===== config.mk =====
export PLATFORM = sky130hd
export DESIGN_NAME = elevator_car_controller
export DESIGN_NICKNAME = d
export VERILOG_FILES = /design/src/rtl/elevator_car_controller.sv
export SDC_FILE = /design/constraint.sdc
export NUM_CORES = 1
export LEC_CHECK = 0
export ABC_AREA = 1
export CORE_MARGIN = 1.5
export CORE_UTILIZATION = 40
export DETAILED_ROUTE_END_ITERATION = 8
export GPL_TIMING_DRIVEN = 0
export SYNTH_ARGS = -nofsm -noshare
export SYNTH_HDL_FRONTEND = slang
export SYNTH_SLANG_ARGS = --single-unit

===== constraint.sdc =====
create_clock -name clk -period 3 [get_ports clk]
set_input_delay 0.45 -clock clk [delete_from_list [all_inputs] [get_ports clk]]
set_output_delay 0.45 -clock clk [all_outputs]
set_load 0.02 [all_outputs]

===== src/rtl/elevator_car_controller.sv =====
// Two independent elevator cars moving in half-floor steps on a shared prescaler tick.
// Each car latches its own 6-floor stop set and opens its doors at serviced floors.
module elevator_car_controller #(
    parameter logic [19:0] STEP_COUNT = 20'd500000,
    parameter int          DOOR_TICKS = 4
) (
    input  logic        clk,
    input  logic        rst,
    input  logic [1:0]  simState,
    input  logic [2:0]  simSpeed,
    input  logic [11:0] floorsRequested,
    input  logic [11:0] floorDestinations,
    output logic [7:0]  elevatorStates,
    output logic [1:0]  doorsOpen,
    output logic [11:0] pendingFloors
);

    typedef enum logic [1:0] {IDLE, UP, DOWN, DOORS} car_state_t;

    typedef struct packed {
        car_state_t  state;
        logic [3:0]  pos;
        logic        dir_up;
        logic [7:0]  door_cnt;
    } car_t;

    localparam logic [1:0] SIM_START  = 2'd0;
    localparam logic [1:0] SIM_RUN    = 2'd1;
    localparam logic [1:0] SIM_ENDING = 2'd3;
    localparam logic [7:0] DOOR_LOAD  = 8'(DOOR_TICKS - 1);
    localparam car_t CAR_RESET = '{state: IDLE, pos: 4'd0, dir_up: 1'b1, door_cnt: 8'd0};

    car_t        car_q [2];
    car_t        car_d [2];
    logic [19:0] presc_q;
    logic [20:0] presc_sum;
    logic        tick;
    logic        clear;
    logic        run;
    logic [11:0] pend_q;
    logic [11:0] pend_d;

    assign clear     = (simState == SIM_START) || (simState == SIM_ENDING);
    assign run       = (simState == SIM_RUN);
    assign presc_sum = {1'b0, presc_q} + {18'b0, simSpeed};
    assign tick      = run && (presc_sum >= {1'b0, STEP_COUNT});

    // Bit i set when floor i lies strictly above (or below) the given floor.
    function automatic logic [7:0] floor_mask(input logic [2:0] floor, input logic want_above);
        logic [7:0] m;
        for (int i = 0; i < 8; i++) begin
            m[i] = want_above ? (i > int'(floor)) : (i < int'(floor));
        end
        return m;
    endfunction

    logic [7:0] car_pend;
    logic [2:0] floor;
    logic [3:0] next_pos;
    logic       at_floor;
    logic       above;
    logic       below;

    always_comb begin
        pend_d   = pend_q | floorsRequested | floorDestinations;
        car_pend = '0;
        floor    = '0;
        next_pos = '0;
        at_floor = 1'b0;
        above    = 1'b0;
        below    = 1'b0;
        for (int c = 0; c < 2; c++) begin
            car_d[c] = car_q[c];
            car_pend = {2'b00, pend_q[c*6 +: 6]};
            floor    = car_q[c].pos[3:1];
            next_pos = car_q[c].pos;
            at_floor = car_pend[floor];
            above    = |(car_pend & floor_mask(floor, 1'b1));
            below    = |(car_pend & floor_mask(floor, 1'b0));
            // Open doors swallow any request for their own floor.
            if (car_q[c].state == DOORS) begin
                pend_d[c*6 + int'(floor)] = 1'b0;
            end
            if (tick) begin
                case (car_q[c].state)
                    IDLE: begin
                        if (at_floor) begin
                            car_d[c].state    = DOORS;
                            car_d[c].door_cnt = DOOR_LOAD;
                        end else if (above) begin
                            car_d[c].state  = UP;
                            car_d[c].dir_up = 1'b1;
                        end else if (below) begin
                            car_d[c].state  = DOWN;
                            car_d[c].dir_up = 1'b0;
                        end
                    end
                    UP: begin
                        next_pos     = (car_q[c].pos == 4'd10) ? car_q[c].pos : car_q[c].pos + 4'd1;
                        car_d[c].pos = next_pos;
                        if (!next_pos[0] && car_pend[next_pos[3:1]]) begin
                            car_d[c].state    = DOORS;
                            car_d[c].door_cnt = DOOR_LOAD;
                        end else if (next_pos == 4'd10) begin
                            car_d[c].state = IDLE;
                        end
                    end
                    DOWN: begin
                        next_pos     = (car_q[c].pos == 4'd0) ? car_q[c].pos : car_q[c].pos - 4'd1;
                        car_d[c].pos = next_pos;
                        if (!next_pos[0] && car_pend[next_pos[3:1]]) begin
                            car_d[c].state    = DOORS;
                            car_d[c].door_cnt = DOOR_LOAD;
                        end else if (next_pos == 4'd0) begin
                            car_d[c].state = IDLE;
                        end
                    end
                    DOORS: begin
                        if (car_q[c].door_cnt != 8'd0) begin
                            car_d[c].door_cnt = car_q[c].door_cnt - 8'd1;
                        end else if (car_q[c].dir_up && above) begin
                            car_d[c].state = UP;
                        end else if (below) begin
                            car_d[c].state  = DOWN;
                            car_d[c].dir_up = 1'b0;
                        end else if (above) begin
                            car_d[c].state  = UP;
                            car_d[c].dir_up = 1'b1;
                        end else begin
                            car_d[c].state = IDLE;
                        end
                    end
                    default: car_d[c] = CAR_RESET;
                endcase
            end
        end
    end

    always_ff @(posedge clk or posedge rst) begin
        if (rst) begin
            presc_q  <= '0;
            pend_q   <= '0;
            car_q[0] <= CAR_RESET;
            car_q[1] <= CAR_RESET;
        end else if (clear) begin
            presc_q  <= '0;
            pend_q   <= '0;
            car_q[0] <= CAR_RESET;
            car_q[1] <= CAR_RESET;
        end else begin
            // PAUSE holds the prescaler; car_d equals car_q whenever there is no tick.
            pend_q   <= pend_d;
            car_q[0] <= car_d[0];
            car_q[1] <= car_d[1];
            if (run) begin
                presc_q <= tick ? 20'd0 : presc_sum[19:0];
            end
        end
    end

    assign elevatorStates = {car_q[1].pos, car_q[0].pos};
    assign doorsOpen      = {car_q[1].state == DOORS, car_q[0].state == DOORS};
    assign pendingFloors  = pend_q;

endmodule


# Word level (Yosys, flattened, before mapping)
# Cells that the tools add are included.
dict set report totals {
  register_bits 62
  in_bits 31
  out_inout_bits 22
  word_cells 225
}
dict set report classes {
  n_addsub 8
  magnitude_cmp 39
  n_eq_ne 36
  n_mux 81
  n_bitwise 10
  reduce_logical 41
}
# op count
set ops {}
lappend ops {{$mux 8} 8}
lappend ops {{$pmux 8 s4} 2}
lappend ops {{$mux 20} 3}
lappend ops {{$mux 2} 20}
lappend ops {{$mux 12} 3}
lappend ops {{$ne 3x3->1 const B} 12}
lappend ops {{$reduce_or 8->1} 4}
lappend ops {{$mux 15} 2}
lappend ops {{$mux 30} 1}
lappend ops {{$and 12x12->12} 2}
lappend ops {{$gt 3x3->1 const A} 8}
lappend ops {{$lt 3x4->1 const B} 6}
lappend ops {{$mux 1} 24}
lappend ops {{$ne 4x4->1 const B} 6}
lappend ops {{$or 12x12->12} 2}
lappend ops {{$add 20x3->21} 1}
lappend ops {{$ge 21x19->1 const B} 1}
lappend ops {{$reduce_and 5->1} 4}
lappend ops {{$bmux 1 s3} 6}
lappend ops {{$lt 3x3->1 const A} 6}
lappend ops {{$and 6x8->8} 2}
lappend ops {{$eq 4x4->1 const B} 4}
lappend ops {{$logic_not 4->1} 4}
lappend ops {{$mux 4} 4}
lappend ops {{other kinds (34)} 80}

# Longest topological paths before layout
dict set report depth {
  depth_word 10
  ltp_mapped 18
  depth_no_buf 17
}

# Worst setup path before layout
# OpenSTA, ideal clock, no wires.
dict set report synth_path {
  path_kind {register to register}
  startpoint {register car_q (netlist bit elevatorStates[5])}
  endpoint {register car_q[0] in the netlist's numbering}
  setup_ps 117
  arrival_time_ps 2516
  required_ps 2883
  path_slack_ps 368
  stages_incl_launch_ff 16
  path_cell_list {dfrtp_1 buf_2 clkinv_1 ha_1 clkbuf_1 nand2_1 o21ai_1 nand2_1 o211ai_1 nand2_1 nand2_1 nand3_1 a21oi_2 nand2_2 nand2_1 nand2_1}
}
dict set report synth_between {
  elab_chain_cells 7
}
# item line
set synth_rtl {}
lappend synth_rtl {{start: declaration} 33} ;# car_t car_q [2];
lappend synth_rtl {{$sub 4x1->4, or another cell as far along} 109} ;# next_pos = (car_q[c].pos == 4'd0) ? car_q[c].pos : car_q[c].pos - 4'd1;
lappend synth_rtl {{$mux 4, on equally long branches} {109, 99}}
lappend synth_rtl {{$bmux 1 s3, on equally long branches} {111, 101}}
lappend synth_rtl {{$mux 1, on equally long branches} {111, 101}}
lappend synth_rtl {{$logic_and 1x1->1, on equally long branches} {111, 101}}
lappend synth_rtl {{$ne 3x3->1 (no line)} -}
lappend synth_rtl {{$reduce_and 5->1 (no line) *} -}
# Every way passes the cells marked *; elsewhere a longest branch is shown, timed or not. The select of a mux whose other input is x is not followed.
# A chain may end at the register's enable or synchronous reset.

# Worst setup path in the final report
dict set report layout_path {
  startpoint {input simSpeed[0]}
  endpoint {register presc_q[18]}
}
dict set report layout_between {
  elab_chain_cells 6
}
# item line
set layout_rtl {}
lappend layout_rtl {{start: declaration} 10} ;# input logic [2:0] simSpeed,
lappend layout_rtl {{$add 20x3->21 *} 45} ;# assign presc_sum = {1'b0, presc_q} + {18'b0, simSpeed};
lappend layout_rtl {{$ge 21x19->1} 46} ;# assign tick = run && (presc_sum >= {1'b0, STEP_COUNT});
lappend layout_rtl {{$logic_and 1x1->1} 46}
lappend layout_rtl {{$mux 20 *} 156} ;# presc_q <= tick ? 20'd0 : presc_sum[19:0];
lappend layout_rtl {{$mux 20 *} 155} ;# if (run) begin
lappend layout_rtl {{$mux 20 *} 145} ;# end else if (clear) begin
lappend layout_rtl {{end signal: assignment} 156}
lappend layout_rtl {{end: declaration} 35} ;# logic [19:0] presc_q;
# Marks and branches as above.

==> flow_metrics.py <==
metrics = {
    "hold_path": {
        "min_to": "car_q[0]$_DFFE_PP0P_",
        "hold_path_class": "flop to flop",
        "min-delay-start": "car_q[0]$_DFFE_PP0P_",
        "hold_depth": 2,
    },
    "drt": {
        "drtIter0Drc": 282,
        "final_antenna_net_count": 0,
        "vias": 5493,
        "via_per_inst": 5.07,
        "wl_per_cell_microns": 13.9,
        "firstDrtPassIters": 5,
        "drc_errors": 0,
        "wirelength_microns": 15000,
    },
    "power_and_ir_drop": {
        "powerDensity_nw_per_um2": 722,
        "combPwrFrac_pct": 52.3,
        "total_power_w": 0.00479,
        "power.switching_w": 0.00217,
        "p_seq_share_pct": 23.7,
        "cellInternalPower_w": 0.00262,
        "netSwitchingFraction_pct": 45.2,
        "peakVddDrop_v": 0.000334,
        "power_frac_clock_pct": 24.0,
        "p_leak_nw": 3.14,
    },
    "critical_path": {
        "reg2reg_slack_ns": 0.25,
        "required_ns": 3.20,
        "end_kind": "flop",
        "reg2reg_from": "elevatorStates[6]$_DFFE_PP0P_",
        "rr_worst_depth": 16,
        "cp_num_buf_inv": 3,
        "cp.arrival_ns": 3.03,
        "start_kind": "primary input",
        "crit_chain": "clkdlybuf4s50_1 -> ha_4 -> fa_2 -> nand3_1 -> nand2_2 -> nand2_1 -> nor2_1 -> nor2_1 -> nor2_1 -> nand2_1 -> nor2_1 -> nand3_1 -> nand2_4 -> nand2_1 -> nand2_2 -> buf_8 -> buf_8 -> o22ai_1",
        "critPathMaxStageDelay_ns": 0.51,
        "cp_common_cell": "nor2_1",
        "setup.worst_path.class": "primary input to flop",
        "critPathMaxFanout": 10,
        "critical_path.top_delay_family": "simple AND/OR/NAND/NOR gates",
        "rr_endpoint": "car_q[2]$_DFFE_PP0P_",
        "slowest_stage": "clkdlybuf4s50_1",
    },
    "die": {
        "die_w_microns": 119,
        "initial_utilization_pct": 41.0,
        "core_sq_um": 13200,
        "die_area_sq_um": 14200,
        "ios": 53,
        "num_rows": 42,
        "die_h_microns": 119,
    },
    "synth": {
        "synth_top_area_share_pct": 27.8,
        "syn-instance-count": 835,
        "syn_area_sq_um": 5400,
        "yosysSeqAreaShare_pct": 28.8,
        "yosysTopAreaCell": "dfrtp_1",
        "synth_edf_count": 0,
        "async_flop_share_pct": 100,
        "ys_seq_elements": 62,
        "synthTopCellsByArea": "dfrtp_1, nand2_1, nand3_1, inv_1, nor2_1",
        "syn_area_per_cell_sq_um": 6.47,
        "syn_nets": 889,
        "yosysWarnings": 0,
        "netlist-cell-type-count": 46,
        "ys.flop_type": "dfrtp_1",
    },
    "timing": {
        "slew_violations": 0,
        "post-route-period-util_pct": 94.5,
        "clock_skew_ns": 0.00615,
        "setup_tns_ns": 0,
        "tightestPinTransition_ns": 0.810,
        "setup_violations": 0,
        "relSlewSlack_pct": 46.0,
        "hold_violations": 0,
        "finalCriticalPeriod_ns": 2.83,
        "fmax_ghz": 0.353,
    },
    "global_route": {
        "grt_max_degree": 63,
        "grt_pass1_vias": 5107,
        "antenna_found_initial": 0,
        "grt_first_pass_wirelength_microns": 25200,
        "grt_overflow": 0,
        "grt.total_usage_pct": 22.1,
    },
    "final_layout": {
        "fill_cells": 1372,
        "antenna_cells": 0,
        "finalNetCount": 957,
        "area_growth_syn_to_layout_pct": 22.6,
        "layout-drive-gt1-share_pct": 9.58,
    },
    "clocking": {
        "cts.clk_slew.worst_paths_ns": 0.06,
        "cts_tree": "built",
        "insertion_delay_ns": 0.35,
        "h-tree-depth": 3,
        "cts.sinks": 62,
        "cts_inserted_buffers": 9,
        "clk_path_buf_depth": 2,
        "cts-root-buf": "clkbuf_16",
    },
    "run": {
        "cap_violations": 0,
    },
    "placement": {
        "gp_congestion": 0.900,
        "hpwl_microns": 11000,
        "io_buffer_count": 52,
    },
    "outcome": {
        "status": "complete, no violations",
    },
}
## through the flow
step	worst slack [ns]	std cells	utilization, %	hold slack [ns]	area, sq um
detailed placement	-0.387	1063	46.6	0.464	6150
floorplan	0.368	835	-	0.442	5400
CTS	0.00247	1080	49.3	0.476	6500
global route	-0.000652	1084	50.2	0.497	6630
finish	0.166	1084	50.2	0.472	6630
global placement	-0.375	1063	46.6	0.454	6140
## cell usage in the layout (no fill, tap or decap), types with 6 or more instances in the layout
cell type,Yosys,final
buf_4,9,15
o22ai_1,11,11
clkbuf_1,9,7
nor3_1,27,27
nand2_2,9,7
xor2_1,20,18
inv_1,99,97
clkbuf_16,0,9
nor4_1,8,8
buf_2,6,6
nand2_1,249,248
nand4_1,15,15
clkdlybuf4s50_1,0,52
o211ai_1,6,6
a21oi_1,13,12
ha_1,22,19
o22ai_2,8,8
o21ai_0,28,27
nor2_1,81,81
nand3_1,98,97
dfrtp_1,60,60
## worst max-delay path by stage
stage	startpoint	to	cells after the start
after CTS	simSpeed[0]	presc_q[15]$_DFFE_PP0P_	17
after global routing	simSpeed[0]	car_q[8]$_DFFE_PP1P_	19
after floorplan	elevatorStates[5]$_DFFE_PP0P_	car_q[0]$_DFFE_PP0P_	15
after detailed placement	simSpeed[0]	car_q[1]$_DFFE_PP0P_	18
after global placement	simSpeed[0]	car_q[1]$_DFFE_PP0P_	18
final	simSpeed[0]	presc_q[18]$_DFFE_PP0P_	18
## final cells by class
cell class | count | area (sq um) | share of cell area, %
flip-flops and latches | 62 | 1550 | 23.5
multi-input cells | 638 | 3370 | 50.9
repair buffers | 58 | 566 | 8.53
clock inverters | 7 | 98.8 | 1.49
well taps | 176 | 220 | 3.32
clock buffers | 9 | 225 | 3.40
inverters | 105 | 404 | 6.10
plain buffers | 29 | 185 | 2.79
## registers in the layout, summed over array words and instances (netlist names)
signal and flops:
presc_q 20, car_q 22, elevatorStates 8, pendingFloors 12
## cells by family after synthesis
kind of cell,share of synthesized area (%)
simple gates,40.5
compound gates,10.9
buf+inv,10.6
xor+xnor,3.73
fa+ha+maj,5.46
flops,28.8
## synth_stat cells, types with 3 or more instances
cell,instances
xor2_1,20
o211ai_1,6
nor3_1,27
a211oi_1,4
nor2_2,4
clkbuf_1,9
nand4_1,15
o21ai_0,28
nor4_1,8
inv_1,99
buf_1,3
nor2_1,81
a2111oi_0,4
clkinv_1,4
ha_1,22
a21oi_1,13
buf_4,9
nor2_4,4
o22ai_2,8
buf_2,6
nand2_1,249
nand3_1,98
o22ai_1,11
xnor2_1,3
nand2_2,9
a31oi_1,3
o21ai_1,4
dfrtp_1,60
## worst min-delay path: stages (launching register included)
cell	delay (ns)
dfrtp_1	0.34
nand2_1	0.05
nand2_1	0.05
## power groups by stage
| stage | clock [W] | sequential, W | combinational (W) |
|---|---|---|---|
| 2_1_floorplan | 0 | 0.00113 | 0.00170 |
| 3_3_place_gp | 0 | 0.00115 | 0.00231 |
| 3_5_place_dp | 0 | 0.00115 | 0.00230 |
| 4_1_cts | 0.00117 | 0.00113 | 0.00236 |
| 5_1_grt | 0.00121 | 0.00116 | 0.00281 |
| 6_report | 0.00115 | 0.00114 | 0.00250 |
## routing by layer
metal	global-route usage (%)	vias to the layer above	share of wire, %
met5	0	-	0
met4	7.30	0	1.8
met3	4.60	23	4.2
met2	35.7	102	47
met1	29.4	2510	47
li1	-	2858	-
## timing repair
item | in CTS | in global routing
hold buffers | 0 | 0
pin swaps | 1 | 2
endpoints found under the hold margin | 0 | 0
buffers inserted | 1 | 5
gates resized for setup | 4 | 20
endpoints found under the setup margin | 28 | 47
Note: power is estimated with default switching activity, not from simulation.
==> patch (same settings) <==
`STEP_COUNT`: 20'd500000 -> 20'd250000.
--- a/src/rtl/elevator_car_controller.sv
+++ b/src/rtl/elevator_car_controller.sv
@@ -3,3 +3,3 @@
 module elevator_car_controller #(
-    parameter logic [19:0] STEP_COUNT = 20'd500000,
+    parameter logic [19:0] STEP_COUNT = 20'd250000,
     parameter int          DOOR_TICKS = 4
Formal check against the unedited RTL: same outputs for any inputs over 10 cycles, from zero or initial values and one cycle with rst high; that may be too few to reach the edited logic, so the function may still have changed.
==> patch against the unedited design <==
Non-clock buffer count down 2. Worst setup slack worse by 2.1 ps. Wire length up 6.2%. Sequential share of layout area about the same. Design area about the same. Sequential cell count unchanged. Total power down 11%. Die area up 0.43%. Synthesized area up 0.44%.
==> patch: results (changes against the unedited design) <==
pwr:
  worst_ir_drop_vdd_uv: 460.3  # +38%
  leakagePower_nw: 3.177  # +1.0%
  powerComb_mw: 2.13  # -15%
  seqPwrFrac: 0.269  # +0.032
  sw_frac_of_total: 0.4448  # -0.007594
grt:
  use_met1: 0.3256  # +0.03125
  gr-usage-all-layers: 0.2313  # +0.01055
  grt_pass1_vias: 5259  # +3.0%
  use_met3: 0.03688  # -0.009100
hold_path:
  min_to: "car_q[7]$_DFFE_PP0P_"
  hold_start: "car_q[7]$_DFFE_PP0P_"
worst_setup_path:
  slowest_delay_ps: 490  # -20 ps
  reg2reg_to: "car_q[3]$_DFFE_PP0P_"
  ff2ff_setup_slack_ps: 160  # -90 ps
  ff2ff_path_depth: 18  # +2
  cpMaxStageDelayCell: "fa_1"
  reg2reg_from: "presc_q[0]$_DFFE_PP0P_"
  cp-start-kind: "register"
  path_max_fanout: 8  # -2
synthesis:
  syn_nets: 922  # +3.7%
  synth_area_per_cell_um2: 6.253  # -3.4%
  synth-xor-area-share: 0.02905  # -0.008232
  ys_seq_area_frac: 0.2863  # -0.001260
  synth-adder-area-share: 0.05440  # -0.0002393
  ys_types: 42  # -8.7%
  synth_common_cells: "nand2_1, inv_1, nor2_1, nand3_1, dfrtp_1"
place:
  dp_cells: 1096  # +3.1%
  post-place-ws_ps: -566.6  # -179.4 ps
  dpl.hpwl_mm: 11.84  # +7.7%
  routabilityCongestion: 0.8862  # -1.5%
sta:
  max_freq_ghz: 0.3526  # about the same
drt:
  routed_wirelength_mm: 15.98  # +6.2%
  wl_met2_mm: 7.404  # +4.8%
  num_vias: 5761  # +4.9%
  drt_iter0_drc: 460  # +63%
  wl_met1_mm: 7.740  # +9.6%
  met3_length_um: 672  # +5.3%
finish:
  drive_gt1_frac: 0.08395  # -0.01186
  fin_nets: 990  # +3.4%
clock_network:
  cts-resized-gates: 10  # +6
run_status:
  status: "finished clean"
-- patch: cell count changes after synthesis, sizes merged, moves of 3 or more --
cell / unedited run / this run
clkbuf: 9 / 12
nor3: 27 / 30
nand3: 99 / 88
nor2: 89 / 107
nand2: 258 / 269
a21oi: 14 / 21
buf: 21 / 16
inv: 101 / 109
o21ai: 32 / 43
xor2: 20 / 16
-- patch: through the flow --
step           hold slack, ps  total power, mW
2_1_floorplan           441.9            2.573
3_3_place_gp            458.5            3.103
3_5_place_dp            460.9            3.102
4_1_cts                 473.7            4.134
5_1_grt                 490.7            4.602
6_report                469.5            4.238
-- patch: area by class of cell --
| type | instances | area, um2 |
|---|---|---|
| Sequential cell | 62 | 1558 |
| Buffer | 24 | 170.2 |
| Timing Repair Buffer | 61 | 623.1 |
| Multi-Input combinational cell | 667 | 3364 |
| Fill cell | 1378 | 6611 |
| Clock inverter | 4 | 22.52 |
| Tap cell | 176 | 220.2 |
| Clock buffer | 12 | 246.5 |
| Inverter | 111 | 426.7 |
